<file path="src/rtl/pipe_stage_buf.sv">
// Elastic pipeline-stage register: small in-order buffer with valid/ready on both
// sides, synchronous squash, and a saturating back-pressure counter.
module pipe_stage_buf #(
  parameter int DATA_W = 104,
  parameter int DEPTH  = 2,
  parameter int CNT_W  = 16,
  parameter int OCC_W  = $clog2(DEPTH+1)
) (
  input  logic              clock,
  input  logic              reset,
  input  logic              in_valid,
  output logic              in_ready,
  input  logic [DATA_W-1:0] in_data,
  output logic              out_valid,
  input  logic              out_ready,
  output logic [DATA_W-1:0] out_data,
  input  logic              flush,
  output logic [OCC_W-1:0]  occupancy,
  output logic [CNT_W-1:0]  stall_cnt
);
  localparam int PTR_W = $clog2(DEPTH);
  localparam logic [OCC_W-1:0] FULL_OCC = OCC_W'(DEPTH);
  localparam logic [PTR_W-1:0] LAST_PTR = PTR_W'(DEPTH-1);

  logic [DATA_W-1:0] mem_q [DEPTH];
  logic [PTR_W-1:0]  wr_ptr_q, wr_ptr_d, rd_ptr_q, rd_ptr_d;
  logic [OCC_W-1:0]  occ_q, occ_d;
  logic [CNT_W-1:0]  stall_q, stall_d;
  logic              push, pop;

  assign in_ready  = reset & (occ_q < FULL_OCC);
  assign out_valid = (occ_q != '0);
  // Storage is never cleared, so the bubble must be masked to zero here.
  assign out_data  = out_valid ? mem_q[rd_ptr_q] : '0;
  assign occupancy = occ_q;
  assign stall_cnt = stall_q;

  assign push = in_valid & in_ready;
  assign pop  = out_valid & out_ready;

  always_comb begin
    wr_ptr_d = wr_ptr_q;
    rd_ptr_d = rd_ptr_q;
    occ_d    = occ_q;
    stall_d  = stall_q;
    if (push) wr_ptr_d = (wr_ptr_q == LAST_PTR) ? '0 : wr_ptr_q + 1'b1;
    if (pop)  rd_ptr_d = (rd_ptr_q == LAST_PTR) ? '0 : rd_ptr_q + 1'b1;
    case ({push, pop})
      2'b10:   occ_d = occ_q + 1'b1;
      2'b01:   occ_d = occ_q - 1'b1;
      default: occ_d = occ_q;
    endcase
    if (out_valid && !out_ready && stall_q != '1) stall_d = stall_q + 1'b1;
    // Squash drops everything, including a same-cycle push; the stall count survives.
    if (flush) begin
      wr_ptr_d = '0;
      rd_ptr_d = '0;
      occ_d    = '0;
    end
  end

  always_ff @(posedge clock) begin
    if (!reset) begin
      wr_ptr_q <= '0;
      rd_ptr_q <= '0;
      occ_q    <= '0;
      stall_q  <= '0;
    end else begin
      wr_ptr_q <= wr_ptr_d;
      rd_ptr_q <= rd_ptr_d;
      occ_q    <= occ_d;
      stall_q  <= stall_d;
    end
  end

  always_ff @(posedge clock) begin
    if (push && !flush) mem_q[wr_ptr_q] <= in_data;
  end
endmodule

</file>
<file path="config.mk">
export PLATFORM = sky130hd
export DESIGN_NAME = pipe_stage_buf
export DESIGN_NICKNAME = d
export VERILOG_FILES = /design/src/rtl/pipe_stage_buf.sv
export SDC_FILE = /design/constraint.sdc
export NUM_CORES = 1
export LEC_CHECK = 0
export ABC_AREA = 1
export ABC_CLOCK_PERIOD_IN_PS = 10550
export CORE_ASPECT_RATIO = 0.9
export CORE_UTILIZATION = 24
export CTS_CLUSTER_DIAMETER = 60
export CTS_CLUSTER_SIZE = 28
export DETAILED_ROUTE_END_ITERATION = 12
export PLACE_DENSITY_LB_ADDON = 0.05
export SYNTH_ARGS = -nofsm -noshare
export SYNTH_HDL_FRONTEND = slang
export SYNTH_SLANG_ARGS = --single-unit
</file>
<file path="constraint.sdc">
create_clock -name clock -period 10.55 [get_ports clock]
set_input_delay 1.055 -clock clock [delete_from_list [all_inputs] [get_ports clock]]
set_output_delay 1.055 -clock clock [all_outputs]
set_load 0.01 [all_outputs]
</file>
==> impl_metrics.csv, run 1 <==
group,metric,value,unit
place,numPortBuffers,232,
drt,wl,24200,um
power,seq_power_share,50.7,%
yosys,synth_simple_gate_area_share,14.8,%
place,routabilityCongestion,0.709,
yosys,synth-xor-area-share,0,%
global_route,busiest_layer,"met2",
sta,whs,456,ps
power,p_switching,465,uW
worst_setup_path,slowest_delay,870,ps
worst_setup_path,start_kind,"flop",
worst_setup_path,crit_type,"flop to primary output",
worst_setup_path,required,9500,ps
job,maxCapViolations,0,
drt,drt_iter0_markers,253,
final_layout,area_delta_synth_final,40.7,%
worst_setup_path,cp-end-kind,"primary output",
place,place_area,11700,um2
worst_setup_path,crit_chain,"clkinv_2, buf_4, nand2_1, a21oi_1, clkdlybuf4s50_1",
cts,hold_buffers,0,
cts,cts_tree,"done",
outcome,status,"complete, no violations",
floorplan,boundaryPins,233,
yosys,syn_inst,733,
power,power_density,159,nW/um2
global_route,grt_pass1_wl,36200,um
global_route,track_usage,12.4,%
global_route,antenna_found_initial,2,
final_layout,diodes,0,
cts,path_clk_slew,70,ps
yosys,synth_cell_type_count,23,
global_route,grt_use_met3,3.11,%
yosys,ys_seq_area_share,75.0,%
floorplan,die-area,37800,um2
yosys,ys_seq_elements,229,
floorplan,die_w,205,um
drt,first_pass_iters,5,
sta,skew,22.7,ps
yosys,synth_compound_area_share,7.34,%
power,internal-power,1530,uW
cts,clk_latency,530,ps
power,ir_drop,0.114,mV
cts,cts-root-buf,"clkbuf_16",
cts,cts-resized-gates,0,
power,power_frac_comb,6.3,%
cts,clock-sinks,229,
floorplan,die_h,185,um
global_route,grtUsageMet1,17.5,%
drt,wire_per_inst,16.6,um
floorplan,num_rows,66,
drt,vias_per_cell,4.12,
global_route,grt-ovfl-total,0,
yosys,ys.warnings.count,0,
yosys,synthesis.area,8890,um2
power,p_leak,0.00419,uW
final_layout,finalInstanceArea,12500,um2
drt,final_antenna_net_count,0,
sta,setup_viol_count_final,0,
drt,drc_errors,0,
power,swShare,23.4,%
yosys,syn_avg_cell_area,12.1,um2
drt,vias,6008,
yosys,syn-num-nets,844,
worst_setup_path,path_max_fanout,53,
sta,min_period_over_period,44.5,%
sta,slew_viol_final,0,
sta,tightestPinTransition,866,ps
cts,cts-buffers-inserted,25,
cts,htreeDepth,1,
sta,slew_headroom,42.3,%
sta,rsz0062_at_grt,"no",
cts,cts.path.max_buffers,3,
floorplan,start_util,24.5,%
place,post-dp-hpwl,14800,um
floorplan,core_area,36300,um2
cts,post-cts-setup-buffers,0,
sta,tns,0,ps
sta,min_period,4690,ps
global_route,grt_pass1_vias,5998,
worst_setup_path,crit_slowest_cell,"clkinv_2",
yosys,synth_top_family_by_area,"simple AND/OR/NAND/NOR gates",
yosys,muxShareOfSynthArea,0,%
sta,fmax,0.213,GHz
global_route,gr-usage-met2,18.8,%
final_layout,drive_above_1_share,7.03,%
final_layout,final_util,34.4,%
power,power_frac_clock,43.0,%
final_layout,num-nets-final,1075,
min_path,min-delay-path-class,"flop to flop",
sta,hold_viol,0,
worst_setup_path,cp.arrival,3640,ps
global_route,grt_start_max_net_pins,58,
yosys,synth_fa_ha_area_share,0.281,%
-- state kept, by name, summed over array words and instances (netlist names), named ones only --
register and flops:
mem_q 208, stall_cnt 16, occupancy 2, rd_ptr_q 1, wr_ptr_q 1
-- layout make-up --
class                           instances  area [um2]
Inverter                               15        57.6
Fill cell                            3691       23800
Sequential cell                       229        6670
Timing Repair Buffer                  240        2380
Tap cell                              476         596
Multi-Input combinational cell        453        2000
Clock inverter                         18         171
Clock buffer                           26         629
-- cells by family (layout without fill, tap and decap cells) --
logic type	Yosys count	count (layout)
compound gates	129	129
flops	229	229
simple gates	322	322
buf+inv	51	299
fa+ha+maj	2	2
-- worst max-delay path: cells and delay by family, from the launching register on --
kind / cells / cell delay, ps
flip-flops: 1 / 740
AO/OA/AOI/OAI: 1 / 80
buffers and inverters: 3 / 2000
AND/OR/NAND/NOR: 1 / 160
-- path summary, 6_finish.rpt --
path	from	end	slack, ps	cells after the start
max	flop	out_data[30]	5860	5
min	rd_ptr_q	flop	460	1
max reg2reg	occupancy[1]	occupancy[1]	8360	8
min reg2reg	rd_ptr_q	flop	460	1
-- routing by layer --
metal / part of all wire (%) / up-vias / routed length [um]
li1: - / 3009 / -
met1: 48 / 2793 / 11700
met2: 43 / 167 / 10500
met3: 6.1 / 35 / 1490
met4: 2.1 / 4 / 514
met5: 0.11 / - / 27
-- per-stage QoR --
stage          instances  setup slack (ps)  total power, uW
6_report            1457              5860             1990
5_1_grt             1457              5530             2070
4_1_cts             1457              5650             2030
3_5_place_dp        1413              6250             1160
3_3_place_gp        1413              6220             1160
2_1_floorplan        733              1340             1070
-- cell usage in the layout (no fill, tap or decap) --
master           count
nor2_2               4
nand3b_1             2
clkdlybuf4s50_1    232
inv_6                6
a21oi_2              1
inv_2                1
buf_4                8
nand3_1             13
clkbuf_16           25
clkinv_1             2
nor2_4               6
inv_1               13
nand2_1            249
clkinv_4             1
inv_8                2
nand4_4              1
clkinv_8             3
o21ai_2              1
dfxtp_4              1
nor3_2               2
o21ai_0              9
dfxtp_1             20
clkinv_2             4
nand4_1              1
ha_1                 2
nor2_1              42
edfxtp_1           208
inv_12               1
nand2_2              2
a21oi_1            118
clkbuf_1             1
-- cell usage after synthesis (all sizes together) --
cell      n  area share, %
nor3      2           0.11
nand3    13           0.73
nand2   251             11
a21oi   119            6.7
inv      15           0.63
edfxtp  208             70
buf      26            1.6
dfxtp    21            4.7
nor2     52            2.8
clkbuf   10           0.42
o21ai    10           0.61
ha        2           0.28
nand3b    2           0.17
nand4     2           0.31
-- power groups by stage --
stage / clock (uW) / combinational (uW) / sequential, uW
after CTS: 888 / 129 / 1010
final: 856 / 126 / 1010
after global placement: 0 / 129 / 1030
after global routing: 923 / 138 / 1010
after detailed placement: 0 / 128 / 1030
after floorplan: 0 / 40.4 / 1030
No activity file was read; power rests on OpenSTA's default activity.
==> inputs of run 2 (changes only) <==
ABC_CLOCK_PERIOD_IN_PS = 4600   (was 10550)
clock period = 4.6 ns   (was 10.55 ns; I/O delays follow)
==> run 2 against run 1 <==
Core utilization increased by 0.13 points. Sequential share of layout area decreased by 0.20 points. Total power increased by 130%. Sequential power increased by 130%. Via count decreased by 0.38%. Clock power increased by 130%.
==> impl_metrics.csv, run 2 (synthesis results as in run 1) <==
group,metric,value,unit
power,swShare,22.2,%
global_route,grt_pass1_vias,6128,
worst_setup_path,start_kind,"flop",
worst_setup_path,reg2reg_from,"occupancy[1]",
sta,fmax,0.288,GHz
sta,setup_slack,1130,ps
drt,final_antenna_net_count,0,
sta,whs,449,ps
min_path,min-delay-start,"rd_ptr_q",
worst_setup_path,path_max_fanout,60,
worst_setup_path,slowest_delay,600,ps
drt,wire_per_inst,16.9,um
global_route,grt_start_max_net_pins,61,
place,post-dp-hpwl,15100,um
floorplan,boundaryPins,233,
worst_setup_path,cp.arrival,3010,ps
worst_setup_path,crit_chain,"inv_4, buf_12, nand2_1, a21oi_1, clkdlybuf4s50_1",
sta,setup_viol_count_final,0,
final_layout,top_register,"mem_q",
power,p_leak,0.00420,uW
sta,rsz0062_at_grt,"no",
min_path,min-delay-path-class,"flop to flop",
cts,post-cts-setup-buffers,0,
final_layout,instances_no_fill,1456,
power,p_switching,1030,uW
cts,cts-buffers-inserted,23,
sta,min_period_over_period,75.5,%
power,power_frac_comb,6.4,%
final_layout,mostFrequentLayoutCell,"nand2_1",
final_layout,drive_above_1_share,7.05,%
cts,htreeDepth,1,
drt,drc_errors,0,
sta,skew,28.2,ps
worst_setup_path,required,4140,ps
worst_setup_path,path_delay_family,"buffers and inverters",
floorplan,core_area,36300,um2
cts,clock-sinks,229,
worst_setup_path,cp-end-kind,"primary output",
floorplan,start_util,24.5,%
floorplan,die_h,185,um
power,power_frac_clock,43.3,%
cts,cts.path.max_buffers,3,
final_layout,area_delta_synth_final,41.2,%
sta,hold_viol,0,
worst_setup_path,crit_slowest_cell,"clkdlybuf4s50_1",
global_route,grt-ovfl-total,0,
drt,vias,5985,
place,dp.cells,1413,
sta,tns,0,ps
worst_setup_path,crit_type,"flop to primary output",
place,post-place-ws,1390,ps
cts,clk_latency,530,ps
sta,slew_viol_final,0,
worst_setup_path,path_buf_inv,3,
place,numPortBuffers,232,
floorplan,die-area,37800,um2
power,power_density,367,nW/um2
global_route,track_usage,12.6,%
sta,min_period,3470,ps
final_layout,final_cell_mix,"249 x nand2_1, 232 x clkdlybuf4s50_1, 208 x edfxtp_1",
global_route,antenna_found_initial,3,
power,seq_power_share,50.3,%
global_route,grt_pass1_wl,36500,um
outcome,status,"complete, no violations",
place,routabilityCongestion,0.698,
drt,drt_iter0_markers,271,
cts,cts_tree,"done",
floorplan,die_w,205,um
floorplan,num_rows,66,
power,ir_drop,0.246,mV
cts,cts-root-buf,"clkbuf_16",
final_layout,final_util,34.6,%
sta,slew_headroom,45.8,%
job,maxCapViolations,0,
final_layout,largest_reg_flops,208,
sta,tightestPinTransition,813,ps
power,internal-power,3580,uW
drt,vias_per_cell,4.11,
cts,hold_buffers,0,
cts,cts-resized-gates,0,
cts,path_clk_slew,70,ps
drt,first_pass_iters,4,
final_layout,num-nets-final,1073,
drt,wl,24600,um
run 2: through the flow:
stage	area, um2	total power [uW]
after floorplan	8900	2460
after global placement	11700	2670
after detailed placement	11700	2670
after CTS	12600	4700
after global routing	12600	4790
final	12600	4610
run 2: worst register-to-register path, cell delays in order (launching register included):
cell and delay, ps:
dfxtp_1 370, nor2_4 120, buf_4 540, nor2_1 290
ha_1 370, a21oi_1 110, o21ai_0 110, o21ai_0 160
a21oi_1 50
run 2: routing by layer:
metal  routed length [um]  up-vias  GRT usage, %
li1                     -     3010             -
met4                  538        2          2.99
met1                11800     2778          17.7
met2                10400      160          18.7
met3                 1830       35          4.10
met5                   13        -             0
run 2: worst paths after layout:
path	end	slack, ps	cells after the start
hold / removal	flop	450	1
setup reg to reg	occupancy[1]	2360	8
hold reg to reg	flop	450	1
setup / recovery	out_data[68]	1130	5
run 2: power by group through the flow:
stage / Combinational, uW / Clock [uW] / Sequential, uW
floorplan: 93.0 / 0 / 2370
global route: 322 / 2150 / 2320
detailed placement: 302 / 0 / 2360
CTS: 304 / 2080 / 2320
global placement: 303 / 0 / 2360
finish: 296 / 2000 / 2320
run 2: final cells by class:
class / instances / area [um2]
Tap cell: 476 / 596
Timing Repair Buffer: 240 / 2410
Inverter: 15 / 58.8
Multi-Input combinational cell: 453 / 2020
Sequential cell: 229 / 6670
Antenna cell: 1 / 2.50
Clock inverter: 19 / 231
Clock buffer: 23 / 576
Fill cell: 3642 / 23800
